$ cat src/rtl/shift_unit_arbiter.sv
`default_nettype none
// ============================================================================
// Module   : shift_unit_arbiter
// Brief    : Round-robin sharing of one external barrel shifter between two
//            requesters; latches operands, captures result, pulses done.
// Revision : 1.0 - initial release
// ============================================================================
module shift_unit_arbiter #(
    parameter int DATA_WIDTH  = 32,
    parameter int SHAMT_WIDTH = 5
) (
    input  logic                   clock,
    input  logic                   reset,
    input  logic                   req0,
    input  logic [DATA_WIDTH-1:0]  data0,
    input  logic [SHAMT_WIDTH-1:0] amt0,
    input  logic [1:0]             op0,
    input  logic                   req1,
    input  logic [DATA_WIDTH-1:0]  data1,
    input  logic [SHAMT_WIDTH-1:0] amt1,
    input  logic [1:0]             op1,
    output logic                   ack0,
    output logic                   ack1,
    output logic                   done0,
    output logic                   done1,
    output logic [DATA_WIDTH-1:0]  result,
    output logic                   busy,
    output logic [DATA_WIDTH-1:0]  shf_data,
    output logic [SHAMT_WIDTH-1:0] shf_amt,
    output logic [1:0]             shf_op,
    input  logic [DATA_WIDTH-1:0]  shf_result
);

    typedef enum logic [1:0] {
        S_IDLE  = 2'd0,
        S_SHIFT = 2'd1,
        S_RESP  = 2'd2
    } state_t;

    localparam logic [1:0] c_OP_SRA  = 2'b01;
    localparam logic [1:0] c_OP_RSVD = 2'b11;

    state_t                 r_state;
    state_t                 w_next_state;
    logic                   r_last_grant;
    logic                   r_owner;
    logic                   w_arb_phase;
    logic                   w_grant_valid;
    logic                   w_grant_id;
    logic [DATA_WIDTH-1:0]  w_win_data;
    logic [SHAMT_WIDTH-1:0] w_win_amt;
    logic [1:0]             w_win_op;
    logic [1:0]             w_win_op_mapped;

    // Arbitration is open in IDLE and RESP so back-to-back work skips IDLE.
    always_comb begin
        w_arb_phase   = (r_state == S_IDLE) || (r_state == S_RESP);
        w_grant_valid = w_arb_phase && (req0 || req1);
        if (req0 && req1) begin
            w_grant_id = ~r_last_grant;
        end else begin
            w_grant_id = req1;
        end
    end

    always_comb begin
        w_win_data      = w_grant_id ? data1 : data0;
        w_win_amt       = w_grant_id ? amt1  : amt0;
        w_win_op        = w_grant_id ? op1   : op0;
        w_win_op_mapped = (w_win_op == c_OP_RSVD) ? c_OP_SRA : w_win_op;
    end

    always_comb begin
        w_next_state = r_state;
        case (r_state)
            S_IDLE: begin
                if (w_grant_valid) begin
                    w_next_state = S_SHIFT;
                end
            end
            S_SHIFT: begin
                w_next_state = S_RESP;
            end
            S_RESP: begin
                w_next_state = w_grant_valid ? S_SHIFT : S_IDLE;
            end
            default: begin
                w_next_state = S_IDLE;
            end
        endcase
    end

    always_ff @(posedge clock or posedge reset) begin
        if (reset) begin
            r_state <= S_IDLE;
        end else begin
            r_state <= w_next_state;
        end
    end

    // Pulses default low each cycle; a grant and a capture never coincide
    // because grants happen only outside SHIFT.
    always_ff @(posedge clock or posedge reset) begin
        if (reset) begin
            r_last_grant <= 1'b1;
            r_owner      <= 1'b0;
            ack0         <= 1'b0;
            ack1         <= 1'b0;
            done0        <= 1'b0;
            done1        <= 1'b0;
            result       <= '0;
            shf_data     <= '0;
            shf_amt      <= '0;
            shf_op       <= '0;
        end else begin
            ack0  <= 1'b0;
            ack1  <= 1'b0;
            done0 <= 1'b0;
            done1 <= 1'b0;
            if (w_grant_valid) begin
                shf_data     <= w_win_data;
                shf_amt      <= w_win_amt;
                shf_op       <= w_win_op_mapped;
                r_owner      <= w_grant_id;
                r_last_grant <= w_grant_id;
                ack0         <= ~w_grant_id;
                ack1         <= w_grant_id;
            end
            if (r_state == S_SHIFT) begin
                result <= shf_result;
                done0  <= ~r_owner;
                done1  <= r_owner;
            end
        end
    end

    assign busy = (r_state != S_IDLE);

endmodule
`default_nettype wire

$ cat config.mk
export PLATFORM = sky130hd
export DESIGN_NAME = shift_unit_arbiter
export DESIGN_NICKNAME = d
export VERILOG_FILES = /design/src/rtl/shift_unit_arbiter.sv
export SDC_FILE = /design/constraint.sdc
export NUM_CORES = 1
export LEC_CHECK = 0
export ABC_CLOCK_PERIOD_IN_PS = 3700
export BUFFER_PORTS_ARGS = -buffer_cell sky130_fd_sc_hd__buf_2
export CORE_ASPECT_RATIO = 0.75
export CORE_MARGIN = 2
export CORE_UTILIZATION = 43
export CTS_CLUSTER_DIAMETER = 60
export CTS_CLUSTER_SIZE = 40
export DETAILED_ROUTE_END_ITERATION = 6
export GPL_TIMING_DRIVEN = 0
export MAX_ROUTING_LAYER = met4
export PLACE_DENSITY_LB_ADDON = 0.05
export SYNTH_ARGS = -nofsm -noshare
export SYNTH_HDL_FRONTEND = slang
export SYNTH_SLANG_ARGS = --single-unit
$ cat constraint.sdc
create_clock -name clock -period 3.7 [get_ports clock]
set_clock_uncertainty 0.15 [all_clocks]
set_input_delay 0.74 -clock clock [delete_from_list [all_inputs] [get_ports clock]]
set_output_delay 0.74 -clock clock [all_outputs]
set_load 0.005 [all_outputs]
Word level (Yosys, flattened, before mapping)
Cells that the tools add are included.
- memory bits (read-only): 0
- memory bits (writable): 0
- memories kept: 0
- output and inout port bits: 76
- word-level logic and storage cells: 36
- latch bits: 0
- input port bits: 114
- register bits: 79
- reduce and logical (&&, ||, !) cells: 6
- bitwise operators: 3
- $mul: 0
- shift operators: 0
- muxes and demuxes: 12
- order comparisons: 0
- div/mod/pow operators: 0
- add/sub/neg operators: 0
- equal/unequal tests: 4
- operators by type and width (kind ; number):
    $mux 32 ; 1
    $mux 1 ; 6
    $mux 2 ; 3
    $pmux 2 s3 ; 1
    $mux 5 ; 1
    $eq 2x2->1 const B ; 2
    $not 1->1 ; 3
    $eq 2x1->1 const B ; 1
    $logic_and 1x1->1 ; 2
    $logic_not 2->1 ; 1
    $logic_or 1x1->1 ; 2
    $ne 2x2->1 const B ; 1
    $reduce_bool 2->1 ; 1

Logic depth before layout (Yosys ltp)
- word-level depth: 5
- depth in mapped cells: 6
- depth with buffers taken out: 4

Worst setup path after synthesis
OpenSTA, ideal clock, no wires.
- kind: input port to flip-flop
- from: input req1
- to: register shf_amt[0]
- path buffers: 1
- required time: 3.424 ns
- slack: 1.876 ns
- data arrival time: 1.548 ns
- stages: 4
- cell sequence: a21boi_1 > and2b_1 > buf_2 > a221o_1
- longest elaborated chain between the ends: 3
- elaborated cells between the ends (all ways): 5
- ends and longest elaborated chain (item ; RTL line ; source):
    from (decl) ; 18 ; input logic req1,
    $logic_and 1x1->1 ; 59 ; if (req0 && req1) begin
    $mux 1 ; 59 ;
    $mux 5 ; 68 ; w_win_amt = w_grant_id ? amt1 : amt0;
    to (signal assigned) ; 122 ; shf_amt <= w_win_amt;
    to (decl) ; 29 ; output logic [SHAMT_WIDTH-1:0] shf_amt,
Several ways; a longest one is shown, not always the timed one.
A chain may end at the register's enable or synchronous reset.

Worst setup path after layout
- from: register r_state[0]
- to: output busy
- longest elaborated chain between the ends: 1
- ends and longest elaborated chain (item ; RTL line ; source):
    from (decl) ; 43 ; state_t r_state;
    from (signal assigned) ; 97 ; r_state <= w_next_state;
    $reduce_bool 2->1 ; 137 ; assign busy = (r_state != S_IDLE);
    to (decl) ; 27 ; output logic busy,
Every way passes these cells.

==> out/metrics.yaml <==
yosys:
  synth_ff_type: "dfrtp_1"
  synth_top_area_cell: "dfrtp_1"
  synth_fp_nets: 403
  yosysMostFrequentCell: "nand2_1"
  synth_area_leaders: "dfrtp_1 (62%), a221o_1 (12%), nand2_1 (11%)"
  synth_cell_type_count: 22
  synthArstFlopShare_pct: 100.0
  syn_area_sq_um: 3173
  syn_inst: 289
  synth.avg_cell_area_sq_um: 10.98
  synth_top_area_share_pct: 61.51
  yosysSeqAreaShare_pct: 62.34
  synth-edff-count: 0
  synth_seq_cells: 79
  yosys-top-cells-count: "nand2_1 (97), dfrtp_1 (78), and2_1 (38)"
  ys_warn_count: 0
power_and_ir_drop:
  p_total_mw: 2.431
  powerDensity_nw_per_um2: 544.2
  vdd_drop_max_mv: 0.2412
  p_leak_nw: 2.503
clock_network:
  ctsResizeCount: 0
  clk_path_buf_depth: 2
  cts.htree.levels: 3
  post_cts.repair.setup_buffers: 0
  clock_latency_ns: 0.34
  cts_tree: "done"
  cts_inserted_buffers: 9
  clk_pin_slew_ns: 0.08
  clock-sinks: 79
  root_buffer: "clkbuf_8"
  cts_hold_buf: 0
placed_design:
  pre_cts_ws_ns: 1.611
  place_inst: 580
  io_buffers: 189
  detailed_place_hpwl_mm: 6.311
  placed_cell_area_sq_um: 4268
  gp_congestion: 0.8131
grt:
  grt_pass1_vias: 2746
  antenna_found_initial: 0
  grt.busiest_layer: "met2"
  met1_usage_pct: 30.02
  use_met2_pct: 32.66
  grt_max_degree: 43
  overflow: 0
  grt_pass1_wl_mm: 13.19
  use_met3_pct: 6.322
  grt_use_total_pct: 22.01
run:
  maxCapViolations: 0
sta:
  max_slew.worst_pin.slew_ns: 0.5400
  setup_viol: 0
  hold_viol_final: 0
  fin_ws_ns: 1.590
  fin_setup_tns_ns: 0
  slew_headroom_pct: 64.00
  fin_crit_sh_pct: 57.03
  drv_slew: 0
  rsz0062_at_grt: "false"
  fmax_mhz: 473.9
  period_needed_ns: 2.110
  hold_ws_ns: 0.2724
drt:
  drtPass1Iterations: 4
  antenna_left: 0
  initialDrtViolationCount: 83
  drc: 0
  viasPerCell: 4.696
  wire_per_inst_um: 14.00
  dr_total_vias: 2799
  totalWireLength_mm: 8.344
critical_path:
  crit_type: "flop to output pin"
  crit_slowest_cell: "dfrtp_1"
  crit_required_ns: 2.81
  path_cells: "or2_2, buf_2"
  max_stage_delay_ns: 0.45
  start_kind: "flop"
  cp_max_fo: 7
  end_kind: "output pin"
  cp_data_arrival_time_ns: 1.22
status:
  status: "finished clean"
final_layout:
  syn2layout_area_growth_pct: 40.77
  instances_no_fill: 596
  post-route-util_pct: 61.79
  antenna_cells: 0
  drive_above_1_share_pct: 44.44
  multiInputGateArea_sq_um: 1080
  fin_nets: 604
  fillers: 677
  seq_area_sq_um: 1978
  fin_area_sq_um: 4467
floorplanning:
  die_h_um: 78.40
  die_width_um: 103.2
  die_area_sq_um: 8090
  rows: 27
  fp.coreArea_sq_um: 7229
  start_util_pct: 43.89
  io_pins: 190
min_path:
  min_path_type: "input port to async pin"
[registers in the layout (all words and copies together), names as in the netlist]
name	flops
done0	1
shf_op	2
r_state	2
shf_amt	5
r_last_grant	1
shf_data	32
r_owner	1
ack1	1
ack0	1
result	32
done1	1
[layout make-up]
class / count / area share, %
clock inverter: 5 / 1.289
buffer: 19 / 2.325
inverter: 3 / 0.3081
timing repair buffer: 190 / 21.62
tap: 101 / 2.829
multi-input combinational: 188 / 24.17
clock buffer: 11 / 3.165
sequential: 79 / 44.29
[final timing paths]
kind,slack [ns],depth (start not counted),from,end
setup / recovery,1.59,2,r_state[0],busy
hold / removal,0.27,2,reset,result[19]
setup reg to reg,1.91,4,r_last_grant,shf_data[8]
hold reg to reg,0.31,1,r_owner,done0
max in group asynchronous,2.48,3,reset,r_last_grant
min in group clock,0.31,1,r_owner,done0
[where the power goes]
group          leakage [nW]  total, mW  switching (mW)  internal, mW
combinational          1.43      0.644           0.309         0.335
sequential            0.973       1.15          0.0922          1.06
clock                 0.103      0.634           0.303         0.330
[logic make-up after synthesis]
logic type,share of synthesized area [%]
DFF,62.34
AOI/OAI and AO/OA,13.29
and+or+nand+nor,20.43
buffers and inverters,3.628
muxes,0.3155
[per-layer routing]
| metal | up-vias | wire length (um) | part of all wire (%) |
|---|---|---|---|
| li1 | 1386 | - | - |
| met2 | 108 | 3851 | 46 |
| met3 | 9 | 575 | 6.9 |
| met5 | - | 0 | 0 |
| met1 | 1296 | 3827 | 46 |
| met4 | 0 | 91 | 1.1 |
[placed cells by master, fill, tap and decap left out, types with 3 or more instances in the layout]
cell and n:
a221o_1 37, and2_1 38, buf_2 197, buf_6 3, clkbuf_1 9, clkbuf_8 10
dfrtp_1 78, nand2_1 97, nor2_1 3
[critical path, delay by kind of cell (launching register included)]
family	cells	cell delay, ns
flip-flops	1	0.45
AND/OR/NAND/NOR	1	0.30
buffers and inverters	1	0.13
(Power assumes the default switching activity.)
